### config.mk
export PLATFORM = sky130hd
export DESIGN_NAME = lcd_rx_monitor_flat
export DESIGN_NICKNAME = d
export VERILOG_FILES = /design/src/rtl/lcd_rx_monitor_if.sv /design/src/rtl/lcd_rx_monitor.sv /design/src/flat_wrapper.sv
export SDC_FILE = /design/constraint.sdc
export NUM_CORES = 1
export LEC_CHECK = 0
export BUFFER_PORTS_ARGS = -buffer_cell sky130_fd_sc_hd__buf_2
export CORE_AREA = 2 2 182 184
export DETAILED_ROUTE_END_ITERATION = 8
export DIE_AREA = 0 0 184 186
export GPL_TIMING_DRIVEN = 0
export PLACE_DENSITY_LB_ADDON = 0.12
export SLEW_MARGIN = 25
export SYNTH_ARGS = -nofsm -noshare
export SYNTH_HDL_FRONTEND = slang
export SYNTH_SLANG_ARGS = --single-unit
### constraint.sdc
create_clock -name clock -period 4.4 [get_ports clock]
set_input_delay 0.22 -clock clock [delete_from_list [all_inputs] [get_ports clock]]
set_output_delay 0.22 -clock clock [all_outputs]
set_load 0.005 [all_outputs]
### src/rtl/lcd_rx_monitor_if.sv
// rtl/lcd_rx_monitor_if.sv - HD44780-style write bus seen by the LCD receive monitor
interface lcd_rx_monitor_if;
  logic [7:0] lcd_data;
  logic       lcd_en;
  logic       lcd_rs;

  modport master (output lcd_data, output lcd_en, output lcd_rs);
  modport slave  (input  lcd_data, input  lcd_en, input  lcd_rs);
endinterface

### src/rtl/lcd_rx_monitor.sv
// rtl/lcd_rx_monitor.sv - snoops an HD44780 write bus and mirrors the 2x16 DDRAM image
module lcd_rx_monitor #(
  parameter int BUSY_CYCLES  = 1000,
  parameter int CLEAR_CYCLES = 41000
) (
  input  logic              clock,
  input  logic              reset,
  lcd_rx_monitor_if.slave   lcd,
  input  logic [4:0]        rd_addr,
  output logic [7:0]        rd_char,
  output logic [4:0]        cursor,
  output logic              busy,
  output logic              wr_pulse,
  output logic              cmd_err,
  output logic              dropped
);

  localparam int MAX_CYCLES = (CLEAR_CYCLES > BUSY_CYCLES) ? CLEAR_CYCLES : BUSY_CYCLES;
  localparam int CW         = $clog2(MAX_CYCLES + 1);
  localparam logic [7:0] BLANK = 8'h20;

  typedef enum logic [1:0] {IDLE, DECODE, FILL, WAIT} state_t;

  state_t          state_q, state_d;
  logic [9:0]      sync1, sync2;
  logic            en_prev;
  logic            en_fall;
  logic            cmd_rs;
  logic [7:0]      cmd_data;
  logic            is_clear;
  logic            inc_dir;
  logic [4:0]      fill_idx;
  logic [CW-1:0]   cnt;
  logic [7:0]      mem [32];

  // en, rs and data travel together so the edge and its payload stay aligned
  always_ff @(posedge clock or negedge reset) begin
    if (!reset) begin
      sync1   <= '0;
      sync2   <= '0;
      en_prev <= 1'b0;
    end else begin
      sync1   <= {lcd.lcd_en, lcd.lcd_rs, lcd.lcd_data};
      sync2   <= sync1;
      en_prev <= sync2[9];
    end
  end

  assign en_fall  = en_prev & ~sync2[9];
  assign is_clear = ~cmd_rs && (cmd_data == 8'h01);
  assign busy     = (state_q != IDLE);

  always_ff @(posedge clock or negedge reset) begin
    if (!reset) state_q <= IDLE;
    else        state_q <= state_d;
  end

  always_comb begin
    state_d = state_q;
    case (state_q)
      IDLE:    if (en_fall) state_d = DECODE;
      DECODE:  state_d = is_clear ? FILL : WAIT;
      FILL:    if (fill_idx == 5'd31) state_d = WAIT;
      WAIT:    if (cnt <= CW'(1)) state_d = IDLE;
      default: state_d = IDLE;
    endcase
  end

  always_ff @(posedge clock or negedge reset) begin
    if (!reset) begin
      for (int i = 0; i < 32; i++) mem[i] <= BLANK;
      rd_char  <= BLANK;
      cursor   <= '0;
      inc_dir  <= 1'b1;
      wr_pulse <= 1'b0;
      cmd_err  <= 1'b0;
      dropped  <= 1'b0;
      cmd_rs   <= 1'b0;
      cmd_data <= '0;
      fill_idx <= '0;
      cnt      <= '0;
    end else begin
      wr_pulse <= 1'b0;
      cmd_err  <= 1'b0;
      rd_char  <= mem[rd_addr];
      if (en_fall && state_q != IDLE) dropped <= 1'b1;

      case (state_q)
        IDLE: begin
          if (en_fall) begin
            cmd_rs   <= sync2[8];
            cmd_data <= sync2[7:0];
          end
        end
        DECODE: begin
          // the busy window is measured from this cycle, so load one less
          cnt      <= is_clear ? CW'(CLEAR_CYCLES - 1) : CW'(BUSY_CYCLES - 1);
          fill_idx <= '0;
          if (cmd_rs) begin
            mem[cursor] <= cmd_data;
            wr_pulse    <= 1'b1;
            cursor      <= inc_dir ? cursor + 5'd1 : cursor - 5'd1;
          end else if (cmd_data[7]) begin
            if (cmd_data[6:4] == 3'b000)      cursor <= {1'b0, cmd_data[3:0]};
            else if (cmd_data[6:4] == 3'b100) cursor <= {1'b1, cmd_data[3:0]};
            else                              cmd_err <= 1'b1;
          end else if (is_clear) begin
            cursor  <= '0;
            inc_dir <= 1'b1;
          end else if (cmd_data[7:1] == 7'b0000001) begin
            cursor <= '0;
          end else if (cmd_data[7:2] == 6'b000001) begin
            inc_dir <= cmd_data[1];
          end
        end
        FILL: begin
          mem[fill_idx] <= BLANK;
          fill_idx      <= fill_idx + 5'd1;
          cnt           <= cnt - CW'(1);
        end
        WAIT: begin
          if (cnt != '0) cnt <= cnt - CW'(1);
        end
        default: ;
      endcase
    end
  end

endmodule

### src/flat_wrapper.sv
// flat-port wrapper written by rule: the top's interface ports become plain ports
module lcd_rx_monitor_flat 
#(
  parameter int BUSY_CYCLES  = 1000,
  parameter int CLEAR_CYCLES = 41000
)
  (clock, reset, rd_addr, rd_char, cursor, busy, wr_pulse, cmd_err, dropped, lcd_lcd_data, lcd_lcd_en, lcd_lcd_rs);
  lcd_rx_monitor_if lcd_i ();
  input  logic clock;
  input  logic reset;
  input  logic [4:0] rd_addr;
  output logic [7:0] rd_char;
  output logic [4:0] cursor;
  output logic busy;
  output logic wr_pulse;
  output logic cmd_err;
  output logic dropped;
  input wire logic [$bits(lcd_i.lcd_data)-1:0] lcd_lcd_data;
  input wire logic [$bits(lcd_i.lcd_en)-1:0] lcd_lcd_en;
  input wire logic [$bits(lcd_i.lcd_rs)-1:0] lcd_lcd_rs;
  assign lcd_i.lcd_data = lcd_lcd_data;
  assign lcd_i.lcd_en = lcd_lcd_en;
  assign lcd_i.lcd_rs = lcd_lcd_rs;
  lcd_rx_monitor #(.BUSY_CYCLES(BUSY_CYCLES), .CLEAR_CYCLES(CLEAR_CYCLES)) u_core (.clock(clock), .reset(reset), .lcd(lcd_i), .rd_addr(rd_addr), .rd_char(rd_char), .cursor(cursor), .busy(busy), .wr_pulse(wr_pulse), .cmd_err(cmd_err), .dropped(dropped));
endmodule
==> flow_metrics.py <==
metrics = {
    "run_status": {
        "status": "complete, no violations",
    },
    "worst_setup_path": {
        "timing.rr.end": "u_core.mem[59]",
        "start_kind": "flop",
        "critPathRequiredTime_ns": 4.85,
        "crit_path_max_fanout": 8,
        "cp_data_arrival_time_ns": 3.43,
        "cp-end-kind": "flop",
        "reg2regPathDepth": 8,
        "r2r_start": "u_core.state_q[1]",
        "crit_type": "flop to flop",
        "rrSetupSlack_ns": 1.42,
    },
    "die": {
        "die_y_um": 186,
        "fp.coreArea_um2": 32210,
        "ios": 34,
        "fp-row-count": 66,
        "die_area_um2": 34220,
        "start_util_pct": 44.73,
        "die_w_um": 184,
    },
    "timing": {
        "setup_violations": 0,
        "final.min_clock_period_ns": 2.978,
        "finalCritPeriodShare_pct": 67.68,
        "slew_headroom_pct": 29.88,
        "hold_viol": 0,
        "slew_viol_final": 0,
        "whs_ns": 0.2711,
        "grt_setup_unrepaired": "no",
        "clock.fmax_mhz": 335.8,
        "layout_setup_ws_ns": 1.422,
        "finClkSkew_ns": 0.02553,
        "tightest_slew_ns": 1.052,
    },
    "cells_and_area": {
        "syn_to_final_growth_pct": 14.24,
        "drive_gt1_share_pct": 17.62,
        "design_area_um2": 16460,
        "final_net_count": 1242,
        "diodes": 0,
        "instances_no_fill": 1645,
        "fillerInstances": 2835,
    },
    "yosys": {
        "synth_top_cell_by_area": "dfrtp_1",
        "netlist_area_um2": 14410,
        "yosys.area.top_type_share_pct": 50.73,
        "ys_warn_count": 0,
        "syn_nets": 1160,
        "async_flop_share_pct": 100.0,
        "synth-edff-count": 0,
        "avgSynthCellArea_um2": 12.78,
        "synth-seq-area-share_pct": 56.93,
        "synth_seq_cells": 326,
        "synthCells": 1127,
        "synth_area_leaders": "dfrtp_1 (51%), a22o_1 (14%), mux4_2 (10%)",
        "synth_ff_type": "dfrtp_1",
        "yosysUniqueCellTypes": 52,
    },
    "clock_network": {
        "cts_made_buffers": 37,
        "worst_skew_pair.late_latency_ns": 0.54,
        "clockBufferDepth": 3,
        "cts_tree": "built",
        "cts.reportedPaths.clkPinSlew_ns": 0.06,
        "numClockSinks": 326,
        "clockRootBuffer": "clkbuf_16",
        "cts_max_level": 2,
    },
    "detailed_routing": {
        "wl_per_cell_um": 25.90,
        "finalWirelength_um": 42610,
        "first_pass_iters": 5,
        "ant_nets": 0,
        "drc": 0,
        "first_iter_violations": 949,
        "via_count": 10510,
        "avgViaCountPerCell": 6.390,
    },
    "global_route": {
        "grt_pass1_vias": 10790,
        "grt-ovfl-total": 0,
        "grt_max_degree": 93,
        "grt_pass1_wl_um": 67000,
        "antenna_found_initial": 0,
        "grt.total_usage_pct": 26.07,
    },
    "pwr": {
        "ir_worst_vdd_uv": 416.5,
        "powerDensity_nw_per_um2": 638.1,
        "p_leak_nw": 7.181,
    },
    "placement": {
        "dp_slack_ns": 1.552,
        "post-dp-hpwl_um": 28690,
        "place_area_um2": 15180,
        "dpl.cell_count": 1567,
        "gp_congestion": 0.8631,
        "portBuffers": 28,
    },
    "min_path": {
        "hp-class": "primary input to asynchronous set/reset pin",
    },
    "job": {
        "max_cap_violations": 0,
    },
}
cell type report:
class	count	area [µm²]	share of cell area, %
buffer	69	276.5	1.680
clock buffer	55	1094	6.645
clock inverter	12	77.57	0.4714
inverter	27	101.3	0.6158
multi-input combinational	705	5827	35.41
sequential	326	8200	49.83
tap	408	510.5	3.102
timing repair buffer	43	370.4	2.250
synth_stat cells, types with 3 or more instances:
cell and count:
dfrtp_1 292, a22o_1 224, a21oi_1 81, o22ai_1 67, mux4_2 64, clkbuf_1 53
nand2_1 52, nor2_1 51, dfstp_2 34, nand3_1 30, inv_1 26, o21ai_0 19
ha_1 15, a31oi_1 11, mux2_2 10, nor4_1 10, buf_2 8, buf_1 7
nor3_1 7, or3_1 7, a22oi_1 5, and3_1 5, nand2b_1 5, nand3b_1 3
or3b_2 3
routing by layer:
metal,vias to the layer above,GRT usage (%),part of all wire [%]
met5,-,0,0
met4,0,10.08,3.9
met3,90,5.048,6.4
met2,393,40.00,46
met1,5455,36.88,44
li1,4574,-,-
registers in the layout, indices dropped and copies added, names as in the netlist:
name	cells
u_core.mem	256
u_core.cmd_data	8
u_core.cmd_err	1
u_core.cnt	16
u_core.cmd_rs	1
u_core.wr_pulse	1
u_core.sync1	10
u_core.en_prev	1
u_core.cursor	5
u_core.fill_idx	5
u_core.state_q	2
u_core.inc_dir	1
u_core.sync2	10
u_core.rd_char	8
u_core.dropped	1
kinds of logic (layout without fill, tap and decap cells):
group | after synthesis | in the layout | share of synthesized area, %
compound gates | 426 | 426 | 21.79
xor+xnor | 2 | 2 | 0.1216
fa+ha+maj | 16 | 16 | 1.442
buf+inv | 96 | 206 | 2.623
flops | 326 | 326 | 56.93
mux | 75 | 75 | 10.86
simple gates | 186 | 186 | 6.236
how the worst max path moves through the flow:
stage,depth (start not counted),end,from
after CTS,8,u_core.mem[59],u_core.state_q[1]
final,8,u_core.mem[59],u_core.state_q[1]
after floorplan,6,u_core.cnt[6],u_core.cmd_data[3]
after detailed placement,8,u_core.mem[59],u_core.state_q[1]
after global placement,1,u_core.mem[130],reset
after global routing,8,u_core.mem[43],u_core.state_q[1]
placed cells by master, fill, tap and decap left out, types with 3 or more instances in the layout:
cell	instances
a22oi_1	5
nand3_1	30
nor2_1	51
nand2b_1	5
ha_1	15
o21ai_0	19
nor3_1	7
clkinvlp_4	4
a22o_1	224
or3b_2	3
inv_1	26
buf_2	35
dfrtp_1	292
a21oi_1	81
clkbuf_16	37
buf_1	7
buf_16	4
clkbuf_1	61
mux4_2	64
nand2_1	52
o22ai_1	67
a31oi_1	11
nor4_1	10
mux2_2	10
dfstp_2	34
clkbuf_8	10
clkinv_2	6
nand3b_1	3
or3_1	7
dlygate4sd3_1	11
and3_1	5
worst max-delay path, stage by stage, from the launching register on:
cell and delay (ns):
dfrtp_1 0.42, inv_1 0.11, ha_1 0.14, clkbuf_1 0.24
nand2_1 0.15, nor2_1 0.25, nand3_1 0.49, nor2_1 0.86
a22o_1 0.23
per-stage QoR:
stage	util (%)	TNS, ns	power (mW)
finish	51.10	0	10.50
global route	51.10	0	11.08
CTS	51.10	0	10.51
detailed placement	47.12	0	7.502
global placement	46.75	-965.93	7.441
floorplan	-	0	6.316
repair_timing:
action / in CTS / in global routing
setup buffers: 0 / 0
hold endpoints to repair: 100 / 0
hold buffers: 11 / 0
gates resized for setup: 0 / 0
where the power goes:
group	internal (mW)	switching (mW)	leakage, nW
Combinational	1.21	2.05	2.34
Sequential	3.81	0.455	4.27
Clock	1.73	1.25	0.570
Note: power is estimated with default switching activity, not from simulation.
